## src/rtl/plat_link_pkg.sv

```systemverilog
// Shared types, widths and helpers for the platform link and overlap checks.
// Also holds the gadget effect codes used by the gadget generator.
package plat_link_pkg;

  localparam int PIXELX_BIT_CNT        = 10;
  localparam int PIXELY_BIT_CNT        = 10;
  localparam int PLAT_HF_WIDTH_BIT_CNT = 6;
  localparam int GADGET_BIT_CNT        = 3;
  localparam int COORD_W               = 10;

  localparam logic [GADGET_BIT_CNT-1:0] GADGET_NONE   = 3'd0;
  localparam logic [GADGET_BIT_CNT-1:0] GADGET_EXPAND = 3'd1;
  localparam logic [GADGET_BIT_CNT-1:0] GADGET_SHRINK = 3'd2;
  localparam logic [GADGET_BIT_CNT-1:0] GADGET_FAST   = 3'd3;
  localparam logic [GADGET_BIT_CNT-1:0] GADGET_SLOW   = 3'd4;

  typedef enum logic [2:0] {
    ST_IDLE    = 3'd0,
    ST_REQ     = 3'd1,
    ST_CHECK   = 3'd2,
    ST_DELIVER = 3'd3,
    ST_DONE    = 3'd4
  } plat_link_state_e;

  // Operands are one bit wider than coordinates, so additions cannot wrap.
  function automatic logic span_overlap(input logic [COORD_W:0] g,
                                        input logic [COORD_W:0] p,
                                        input logic [COORD_W:0] reach);
    return ((g + reach) >= p) && (g <= (p + reach));
  endfunction

endpackage

```

## src/rtl/plat_overlap_chk.sv

```systemverilog
// Purely combinational X/Y overlap test of an object against the platform.
// Intended for reuse by ball-versus-platform checks as well.
module plat_overlap_chk
  import plat_link_pkg::*;
#(
  parameter int GADGET_HF     = 8,
  parameter int PLAT_HF_THICK = 4
) (
  input  logic [PIXELX_BIT_CNT-1:0]        gx,
  input  logic [PIXELY_BIT_CNT-1:0]        gy,
  input  logic [PIXELX_BIT_CNT-1:0]        px,
  input  logic [PIXELY_BIT_CNT-1:0]        py,
  input  logic [PLAT_HF_WIDTH_BIT_CNT-1:0] size,
  output logic                             x_hit,
  output logic                             y_hit
);

  localparam int EW = COORD_W + 1;

  logic [COORD_W:0] x_reach_s;
  logic [COORD_W:0] y_reach_s;

  // Reach on each axis is the sum of both half-extents.
  always_comb begin
    x_reach_s = EW'(GADGET_HF) + EW'(size);
    y_reach_s = EW'(GADGET_HF + PLAT_HF_THICK);
    x_hit     = span_overlap(EW'(gx), EW'(px), x_reach_s);
    y_hit     = span_overlap(EW'(gy), EW'(py), y_reach_s);
  end

endmodule

```

## src/rtl/plat_link_initiator.sv

```systemverilog
// Initiator end of the platform req/ack link: fetches platform geometry each
// frame, then delivers or reports the falling gadget against it.
module plat_link_initiator
  import plat_link_pkg::*;
#(
  parameter int ACK_TIMEOUT   = 16,
  parameter int GADGET_HF     = 8,
  parameter int PLAT_HF_THICK = 4,
  parameter int SCREEN_H      = 480
) (
  input  logic                             clk,
  input  logic                             rst,
  input  logic                             i_game_start,
  input  logic                             i_cal_frame,
  output logic                             o_plat_req,
  input  logic                             i_plat_ack,
  input  logic [PIXELX_BIT_CNT-1:0]        i_platX,
  input  logic [PIXELY_BIT_CNT-1:0]        i_platY,
  input  logic [PLAT_HF_WIDTH_BIT_CNT-1:0] i_plat_size,
  input  logic                             i_gadget_valid,
  input  logic [PIXELX_BIT_CNT-1:0]        i_gadget_x,
  input  logic [PIXELY_BIT_CNT-1:0]        i_gadget_y,
  input  logic [GADGET_BIT_CNT-1:0]        i_gadget_type,
  output logic                             o_plat_receive_gadget,
  output logic [GADGET_BIT_CNT-1:0]        o_plat_gadget_effect,
  output logic                             o_gadget_caught,
  output logic                             o_gadget_missed,
  output logic                             o_frame_done,
  output logic                             o_link_err
);

  localparam int CNT_W = $clog2(ACK_TIMEOUT + 1);

  plat_link_state_e                 state_r;
  logic [CNT_W-1:0]                 cnt_r;
  logic [PIXELX_BIT_CNT-1:0]        plat_x_r;
  logic [PIXELY_BIT_CNT-1:0]        plat_y_r;
  logic [PLAT_HF_WIDTH_BIT_CNT-1:0] plat_size_r;
  logic                             req_r;
  logic                             recv_r;
  logic [GADGET_BIT_CNT-1:0]        effect_r;
  logic                             caught_r;
  logic                             missed_r;
  logic                             done_r;
  logic                             err_r;
  logic                             x_hit_s;
  logic                             y_hit_s;
  logic                             catch_s;
  logic                             miss_s;

  plat_overlap_chk #(
    .GADGET_HF     (GADGET_HF),
    .PLAT_HF_THICK (PLAT_HF_THICK)
  ) u_overlap (
    .gx    (i_gadget_x),
    .gy    (i_gadget_y),
    .px    (plat_x_r),
    .py    (plat_y_r),
    .size  (plat_size_r),
    .x_hit (x_hit_s),
    .y_hit (y_hit_s)
  );

  // Catch/miss decision; a catch suppresses the miss report.
  always_comb begin
    catch_s = i_gadget_valid & x_hit_s & y_hit_s;
    if (!catch_s && i_gadget_valid && (i_gadget_y >= PIXELY_BIT_CNT'(SCREEN_H))) begin
      miss_s = 1'b1;
    end else begin
      miss_s = 1'b0;
    end
  end

  // Transaction FSM with registered outputs; game start aborts but keeps geometry.
  always_ff @(posedge clk) begin
    if (rst) begin
      state_r     <= ST_IDLE;
      cnt_r       <= '0;
      plat_x_r    <= PIXELX_BIT_CNT'(320);
      plat_y_r    <= PIXELY_BIT_CNT'(0);
      plat_size_r <= PLAT_HF_WIDTH_BIT_CNT'(32);
      req_r       <= 1'b0;
      recv_r      <= 1'b0;
      effect_r    <= '0;
      caught_r    <= 1'b0;
      missed_r    <= 1'b0;
      done_r      <= 1'b0;
      err_r       <= 1'b0;
    end else if (i_game_start) begin
      state_r  <= ST_IDLE;
      cnt_r    <= '0;
      req_r    <= 1'b0;
      recv_r   <= 1'b0;
      effect_r <= '0;
      caught_r <= 1'b0;
      missed_r <= 1'b0;
      done_r   <= 1'b0;
      err_r    <= 1'b0;
    end else begin
      recv_r   <= 1'b0;
      effect_r <= '0;
      caught_r <= 1'b0;
      missed_r <= 1'b0;
      done_r   <= 1'b0;
      case (state_r)
        ST_IDLE: begin
          if (i_cal_frame) begin
            state_r <= ST_REQ;
            req_r   <= 1'b1;
            cnt_r   <= '0;
          end else begin
            state_r <= ST_IDLE;
          end
        end
        ST_REQ: begin
          if (i_plat_ack) begin
            plat_x_r    <= i_platX;
            plat_y_r    <= i_platY;
            plat_size_r <= i_plat_size;
            req_r       <= 1'b0;
            cnt_r       <= '0;
            state_r     <= ST_CHECK;
          end else if (cnt_r == CNT_W'(ACK_TIMEOUT - 1)) begin
            req_r   <= 1'b0;
            err_r   <= 1'b1;
            done_r  <= 1'b1;
            cnt_r   <= '0;
            state_r <= ST_IDLE;
          end else begin
            cnt_r <= cnt_r + CNT_W'(1);
          end
        end
        ST_CHECK: begin
          recv_r   <= catch_s;
          effect_r <= catch_s ? i_gadget_type : '0;
          caught_r <= catch_s;
          missed_r <= miss_s;
          state_r  <= ST_DELIVER;
        end
        ST_DELIVER: begin
          done_r  <= 1'b1;
          state_r <= ST_DONE;
        end
        ST_DONE: begin
          state_r <= ST_IDLE;
        end
        default: begin
          state_r <= ST_IDLE;
          req_r   <= 1'b0;
          cnt_r   <= '0;
        end
      endcase
    end
  end

  assign o_plat_req            = req_r;
  assign o_plat_receive_gadget = recv_r;
  assign o_plat_gadget_effect  = effect_r;
  assign o_gadget_caught       = caught_r;
  assign o_gadget_missed       = missed_r;
  assign o_frame_done          = done_r;
  assign o_link_err            = err_r;

endmodule

```

## config.mk

```make
export PLATFORM = sky130hd
export DESIGN_NAME = plat_link_initiator
export DESIGN_NICKNAME = d
export VERILOG_FILES = /design/src/rtl/plat_link_pkg.sv /design/src/rtl/plat_overlap_chk.sv /design/src/rtl/plat_link_initiator.sv
export SDC_FILE = /design/constraint.sdc
export NUM_CORES = 1
export LEC_CHECK = 0
export CAP_MARGIN = 20
export CORE_ASPECT_RATIO = 1.1
export CORE_MARGIN = 5
export CORE_UTILIZATION = 25
export DETAILED_ROUTE_END_ITERATION = 16
export DONT_BUFFER_PORTS = 1
export GPL_TIMING_DRIVEN = 0
export PLACE_DENSITY_LB_ADDON = 0.1
export SYNTH_ARGS = -nofsm -noshare
export SYNTH_HDL_FRONTEND = slang
export SYNTH_SLANG_ARGS = --single-unit
```

## constraint.sdc

```tcl
create_clock -name clk -period 3.75 [get_ports clk]
set_input_delay 0.375 -clock clk [delete_from_list [all_inputs] [get_ports clk]]
set_output_delay 0.375 -clock clk [all_outputs]
set_load 0.02 [all_outputs]
```

# After elaboration in Yosys (flattened, before gate mapping)
# Cells that the tools add are included.
# op_classes
bitwise	7
magnitude_cmp	5
n_mux	16
reduce_logical	14
n_eq_ne	7
add_sub_neg	6
# ops
cell	n
$add 10x11->11	2
$add 10x4->11 const B	2
$ge 11x10->1	2
$le 10x11->1	2
$mux 5	3
$pmux 5 s3	1
$pmux 3 s4	1
$ge 10x9->1 const B	1
$reduce_and 3->1	3
$add 4x6->7 const A	1
$mux 1	7
$eq 3x2->1 const B	2
$mux 3	2
$reduce_or 3->1	2
$add 5x1->5 const B	1
$eq 5x4->1 const B	1
$not 1->1	5
$logic_and 1x1->1	4
$reduce_or 4->1	1
$eq 3x1->1 const B	1
$eq 3x3->1 const B	1
$logic_not 3->1	1
$ne 3x3->1 const B	1
$pmux 1 s3	1
other kinds (6)	7
# totals
reg_bits	42
out_inout_bits	9

# Depth between registers and ports, before layout
# Gate-level depths: netlist of the first run.
# logic_depth
word_depth	10
mapped_depth	15

# Hierarchy
# A second synthesis of the first run with hierarchy kept.
# unflattened
hier_cells	423
hier_area_um2	3420.8
# by_module_without_submodules
module	cells_each	instances	area_per_inst_um2
plat_overlap_chk	240	1	1833.0
plat_link_initiator	183	1	1587.8

# Least setup slack after synthesis of the first run
# No wires, ideal clock.
# synth_path
path_kind	input port to flip-flop
startpoint	input i_gadget_x[0]
endpoint	register effect_r[0], in the netlist o_plat_gadget_effect[0]
setup_ns	0.114
t_required_ns	3.636
path_slack_ns	0.850
arrival_time_ns	2.787
stages	15
path_buffers	0
cell_sequence	ha_1 inv_1 fa_1 nand2b_1 a21oi_1 o21ai_0 nand2b_1 xnor2_1 ha_1 a2111oi_0 o21ai_0 a21oi_1 o22ai_1 nand4_2 nor2_1
# synth_between
elab_chain_len	7
elab_cells_between_ends	8
# synth_rtl
item	line	rtl
from (decl)	plat_link_initiator.sv:21	input logic [PIXELX_BIT_CNT-1:0] i_gadget_x,
$add 10x11->11	plat_link_pkg.sv:29	return ((g + reach) >= p) && (g <= (p + reach));
$ge 11x10->1	plat_link_pkg.sv:29	
$logic_and 1x1->1 *	plat_link_pkg.sv:29	
$and 1x1->1 * (2 in series)	plat_link_initiator.sv:66	catch_s = i_gadget_valid & x_hit_s & y_hit_s;
$not 1->1 (no source line) *	-	
$reduce_or 4->1 (no source line) *	-	
to (signal assigned)	plat_link_initiator.sv:135	effect_r <= catch_s ? i_gadget_type : '0;
to (decl)	plat_link_initiator.sv:41	logic [GADGET_BIT_CNT-1:0] effect_r;
# Mark *: on every way between the ends. The rest lies on a longest branch, timed or not.
# A chain may end at the register's enable or synchronous reset.

# Worst setup path in the final report of the first run
# layout_path
startpoint	register plat_size_r[0]
endpoint	register effect_r[2], in the netlist o_plat_gadget_effect[2]
# layout_between
elab_chain_len	8
elab_cells_between_ends	10
# layout_rtl
item	line	rtl
from (decl)	plat_link_initiator.sv:38	logic [PLAT_HF_WIDTH_BIT_CNT-1:0] plat_size_r;
from (signal assigned)	plat_link_initiator.sv:119	plat_size_r <= i_plat_size;
$add 4x6->7 *	plat_overlap_chk.sv:25	x_reach_s = EW'(GADGET_HF) + EW'(size);
$add 10x11->11	plat_link_pkg.sv:29	
$ge 11x10->1 / $le 10x11->1 (equally long branches)	plat_link_pkg.sv:29	
$logic_and 1x1->1 *	plat_link_pkg.sv:29	
$and 1x1->1 * (2 in series)	plat_link_initiator.sv:66	
$not 1->1 (no source line) *	-	
$reduce_or 4->1 (no source line) *	-	
# Marked as above.

==> metrics.cfg, run 1 <==
[status]
status = finished, final reports clean

[routing]
drtIter0Drc = 103
drt-pass1-iter-count = 4
drcViolationCount = 0
wire_per_inst_microns = 14.34
viasPerCell = 4.481
vias = 2769
wl_mm = 8.861
postRouteAntennaNets = 0

[clock_network]
clock_path_buffers = 2
cts_tree = built
h-tree-depth = 2
cts.sinks = 42
clock_latency_ps = 280
cts-root-buf = clkbuf_16
clkTransAtPathRegs_ps = 60
hold_buffers = 0
numCtsBuffers = 5

[worst_setup_path]
worstSetupStartpoint = plat_size_r[0]
crit_required_ps = 3920
crit_slowest_cell = a2111oi_2
critPathMaxStageDelay_ps = 420
r2r_slack_ps = 350
arrival_ps = 3570
crit_fanout = 4
cp.depth = 15
critical_path.cell_chain = ha_1, inv_1, fa_1, nand2b_1, a21oi_2, o21ai_0, nand2b_1, xnor2_1, ha_1, a2111oi_2, o21ai_0, a21oi_1, o22ai_1, nand4_2, nor2_1
reg2reg_depth = 15
startpoint_type = flip-flop
crit_path_end_kind = flip-flop
critPathBufInv = 1
critical_path_class = reg2reg
cpLargestDelayFamily = compound AO/OA/AOI/OAI gates
reg2reg_to = o_plat_gadget_effect[2]
reg2reg_from = plat_size_r[0]

[sta]
relSlewSlack_pct = 65.14
skew_ps = 3.925
hold_viol_final = 0
finalCritPeriodShare_pct = 90.74
finalSetupTns_ps = 0
fmax_mhz = 293.9
rsz0062_at_grt = false
min_period_ps = 3403
worstMarginPinSlew_ps = 517.5
setup_violations = 0
finalMaxSlewViolations = 0

[logic_synthesis]
synth_nets = 540
yosysSeqAreaShare_pct = 24.78
syn_avg_cell_area_sq_um = 7.965
synth_cell_types = 47
synth_ff_type = dfxtp_1
synthArstFlopShare_pct = 0
synth-seq-cells = 42
synth.area.top_cells = dfxtp_1 (25%), ha_1 (21%), nand2_1 (7.0%)
yosys.cell_count.top_type = nand2_1
synth_edf_count = 0
synth_cells = 426
synthTopCellsByCount = nand2_1 (63), ha_1 (57), a21oi_1 (46)
yosysTopAreaCellShare_pct = 24.78
syn-cell-area_sq_mm = 0.003393
ys.warnings.count = 0
synth_area_leader_cell = dfxtp_1

[hold_path]
worstHoldPathType = in2reg
min_from = i_gadget_type[1]
holdPathStages = 2
min_to = o_plat_gadget_effect[1]

[die]
num_rows = 44
die_x_microns = 121.1
core_sq_mm = 0.01327
initial_core_util_pct = 25.58
die_y_microns = 132.2
io_pins = 64
die_area_sq_mm = 0.01601

[pwr]
p_seq_share_pct = 43.1
intPower_mw = 0.7948
finalPower_mw = 1.064
power_density_mw_per_mm2 = 281.4
swShare_pct = 25.30
ir_drop_v = 0.0001343
clkPwrFrac_pct = 40.4
pwr-share-comb_pct = 16.4
p_sw_mw = 0.2692
p_leak_nw = 1.490

[final_layout]
nets = 547
num_antenna_cells = 0
final_cell_area_sq_mm = 0.003781
areaGrowthSynthToFinish_pct = 11.43
drive_above_1_share_pct = 5.530

[grt]
grt_pass1_vias = 2794
grt_pass1_wl_mm = 14.37
grt_overflow = 0
antenna_found_initial = 0
grt_max_degree = 13
grt_use_total_pct = 11.17

[placed_design]
placed_area_sq_mm = 0.003623
place.gp.congestion = 0.8356
place_hpwl_mm = 7.598
io_buffers = 0

[run]
max_cap_viol_count = 0

kinds of logic after synthesis:
kind of cell               after synthesis  share of synthesized area (%)
muxes                                    2                         0.5900
buffers and inverters                   47                          6.416
AOI/OAI and AO/OA                       97                          17.33
xor gates and xnor gates                29                          7.485
DFF                                     42                          24.78
adders and majority gates               59                          22.20
and+or+nand+nor                        150                          21.20
layout by cell type, fill, tap and decap left out, types with 2 or more instances in the layout:
cell       instances
o2111ai_1          2
nand3_1            6
a31oi_1            2
o21a_1             4
nor3_2             2
nor3_1             8
nand2b_1          10
nand2_1           63
o21ai_0           16
inv_1             37
xnor2_1           21
mux2i_1            2
ha_1              57
nor2b_1            3
a21oi_1           45
and3_1             3
dfxtp_1           42
buf_6              5
nor4_1             2
a21oi_2            2
a211o_1            5
clkbuf_1           5
o211ai_1           4
fa_1               2
or3_1              5
nand4_1            5
xor2_1             8
nand3b_1           3
clkbuf_16          5
nor2_1            33
a211oi_1           2
a21o_1             7
final cells by class:
class	count	area, sq um
Buffer	10	78.83
Fill cell	1474	9487
Inverter	37	138.9
Clock buffer	7	142.6
Sequential cell	42	840.8
Tap cell	184	230.2
Clock inverter	1	5.005
Multi-Input combinational cell	337	2345
power groups by stage:
stage	clock (mW)	sequential, mW	combinational, mW
after floorplan	0	0.467	0.137
after global placement	0	0.469	0.172
after detailed placement	0	0.469	0.174
after CTS	0.450	0.459	0.175
after global routing	0.469	0.460	0.203
final	0.430	0.459	0.175
metal layers:
metal  part of all wire [%]  wire (microns)  vias to the layer above  global-route usage [%]
li1                       -               -                     1489                       -
met1                     46            4082                     1234                   14.58
met2                     48            4252                       40                   18.38
met3                    5.3             466                        6                   3.047
met4                   0.67              59                        0                   2.393
met5                      0               0                        -                       0
repair_timing:
item                                    4_1_cts  5_1_grt
endpoints found under the setup margin        0        5
resized for setup                             0        3
hold endpoints to repair                      0        0
buffers inserted                              0        0
flip-flops by register name (all words and copies together), names as in the netlist:
register / cells
o_gadget_missed: 1
cnt_r: 5
o_frame_done: 1
plat_size_r: 6
plat_x_r: 10
state_r: 3
o_gadget_caught: 1
plat_y_r: 10
o_plat_gadget_effect: 3
o_plat_req: 1
o_link_err: 1
metrics by stage:
step           hold slack (ps)  utilization [%]  worst slack, ps  cells
5_1_grt                  198.5            28.50            12.27    618
4_1_cts                  197.8            28.42            29.90    618
3_5_place_dp             445.6            27.31            67.63    610
2_1_floorplan            431.0                -            849.6    426
6_report                 202.6            28.50            347.1    618
3_3_place_gp             444.6            27.31            55.99    610
how the worst max path moves through the flow:
stage | endpoint | slack (ps)
6_report | o_plat_gadget_effect[2] | 350
3_5_place_dp | o_plat_gadget_effect[0] | 70
4_1_cts | o_plat_gadget_effect[1] | 30
2_1_floorplan | o_plat_gadget_effect[0] | 850
3_3_place_gp | o_plat_gadget_effect[2] | 60
5_1_grt | o_plat_gadget_effect[1] | 10
No activity file was read; power rests on OpenSTA's default activity.
==> run 2, diff against run 1 <==
SLEW_MARGIN = 10   (was default)
==> results of run 2 <==
The final DEF is identical to that of run 1; final timing and power are the same.
==> run 3, diff against run 2 <==
CORE_MARGIN = 3   (was 5)
TNS_END_PERCENT = 100   (was default)
==> run 3 against run 2 <==
Combinational power about the same. Cell count unchanged. Fmax down 1.4%. Non-clock buffer count unchanged. Largest power group unchanged.
==> metrics.cfg, run 3 (same netlist as run 1, synthesis figures left out) <==
[status]
status = finished, final reports clean

[routing]
wire_per_inst_microns = 13.96
drt-pass1-iter-count = 4
viasPerCell = 4.516
drtIter0Drc = 85
vias = 2791
drcViolationCount = 0
postRouteAntennaNets = 0
wl_mm = 8.625

[final_layout]
layout_commonest_cell = nand2_1
nets = 547
drive_above_1_share_pct = 5.530
final_cell_mix = nand2_1 (63), ha_1 (57), a21oi_1 (45)
final_cell_area_sq_mm = 0.003781
utilization_pct = 28.50
top_regs = plat_x_r: 10 flops, plat_y_r: 10 flops, plat_size_r: 6 flops
num_antenna_cells = 0
fillers = 1431
areaGrowthSynthToFinish_pct = 11.43

[clock_network]
cts-root-buf = clkbuf_16
clock_latency_ps = 280
numCtsBuffers = 5
clkTransAtPathRegs_ps = 60
cts.sinks = 42
clock_path_buffers = 2
cts_tree = built
hold_buffers = 0
h-tree-depth = 2

[placed_design]
place.gp.congestion = 0.8325
placed_area_sq_mm = 0.003623
io_buffers = 0
place_hpwl_mm = 7.410
place_ws_ps = 43.02

[pwr]
clkPwrFrac_pct = 40.5
swShare_pct = 25.31
finalPower_mw = 1.064
intPower_mw = 0.7947
pwr-share-comb_pct = 16.3
power_density_mw_per_mm2 = 281.4
p_seq_share_pct = 43.1
ir_drop_v = 0.0001580
p_sw_mw = 0.2694
p_leak_nw = 1.490

[run]
max_cap_viol_count = 0

[sta]
worst_slack_ps = 300.2
fmax_mhz = 289.9
finalCritPeriodShare_pct = 91.99
skew_ps = 4.461
rsz0062_at_grt = false
setup_violations = 0
min_period_ps = 3450
hold_viol_final = 0
finalMaxSlewViolations = 0
worstMarginPinSlew_ps = 536.1
relSlewSlack_pct = 63.88
finalSetupTns_ps = 0

[die]
die_area_sq_mm = 0.01501
io_pins = 64
core_sq_mm = 0.01327
num_rows = 44
die_x_microns = 117.1
die_y_microns = 128.2
initial_core_util_pct = 25.58

[worst_setup_path]
reg2reg_depth = 15
crit_path_end_kind = flip-flop
crit_required_ps = 3920
reg2reg_from = plat_size_r[0]
r2r_slack_ps = 300
arrival_ps = 3620
critical_path.cell_chain = ha_1, inv_1, fa_1, nand2b_1, a21oi_2, o21ai_0, nand2b_1, xnor2_1, ha_1, a2111oi_2, o21ai_0, a21oi_1, o22ai_1, nand4_2, nor2_1
crit_fanout = 4
crit_slowest_cell = fa_1
critical_path_class = reg2reg
critPathMaxStageDelay_ps = 400
reg2reg_to = o_plat_gadget_effect[2]
startpoint_type = flip-flop

[hold_path]
min_from = i_gadget_type[0]
holdPathStages = 2
worstHoldPathType = in2reg
min_to = o_plat_gadget_effect[0]

[grt]
antenna_found_initial = 0
grt_max_degree = 13
grt_pass1_vias = 2733
grt_use_total_pct = 11.82
grt_pass1_wl_mm = 13.92
grt_overflow = 0

-- run 3: worst max path at each step --
stage	from	to	slack (ps)	cells after the start
3_5_place_dp	plat_size_r[0]	o_plat_gadget_effect[2]	40	15
2_1_floorplan	i_gadget_x[0]	o_plat_gadget_effect[0]	850	15
6_report	plat_size_r[0]	o_plat_gadget_effect[2]	300	15
3_3_place_gp	plat_size_r[0]	o_plat_gadget_effect[2]	80	15
4_1_cts	plat_size_r[0]	o_plat_gadget_effect[2]	5	15
5_1_grt	plat_size_r[0]	o_gadget_caught	4	15
-- run 3: worst max-delay path: cells and delay by family, from the launching register on --
kind | cells | cell delay, ps
AOI/OAI and AO/OA | 6 | 1240
xor gates and xnor gates | 1 | 170
adders and majority gates | 3 | 870
buffers and inverters | 1 | 50
DFF | 1 | 370
and+or+nand+nor | 4 | 630
-- run 3: per-layer routing --
metal | vias up | GRT usage (%) | share of wire (%)
li1 | 1491 | - | -
met1 | 1252 | 15.92 | 46
met2 | 41 | 18.78 | 47
met3 | 7 | 3.447 | 6.1
met4 | 0 | 2.429 | 0.79
met5 | - | 0 | 0
-- run 3: what timing repair did --
item,CTS,global route
resized for setup,0,3
setup endpoints to repair,0,5
buffers inserted,0,0
-- run 3: final cells by class --
cell class	instances	area [sq um]	share of cell area, %
Buffer	10	78.83	2.085
Clock buffer	7	142.6	3.772
Clock inverter	1	5.005	0.1324
Inverter	37	138.9	3.673
Sequential cell	42	840.8	22.24
Tap cell	184	230.2	6.089
Multi-Input combinational cell	337	2345	62.01
-- run 3: power by group through the flow --
stage	clock, mW	sequential (mW)	combinational (mW)
floorplan	0	0.467	0.137
global placement	0	0.469	0.172
detailed placement	0	0.469	0.174
CTS	0.451	0.459	0.175
global route	0.471	0.459	0.204
finish	0.431	0.459	0.174
-- run 3: through the flow --
stage,hold WS [ps],instances
6_report,200.1,618
3_5_place_dp,447.2,610
4_1_cts,190.2,618
3_3_place_gp,444.4,610
5_1_grt,198.2,618
2_1_floorplan,431.0,426
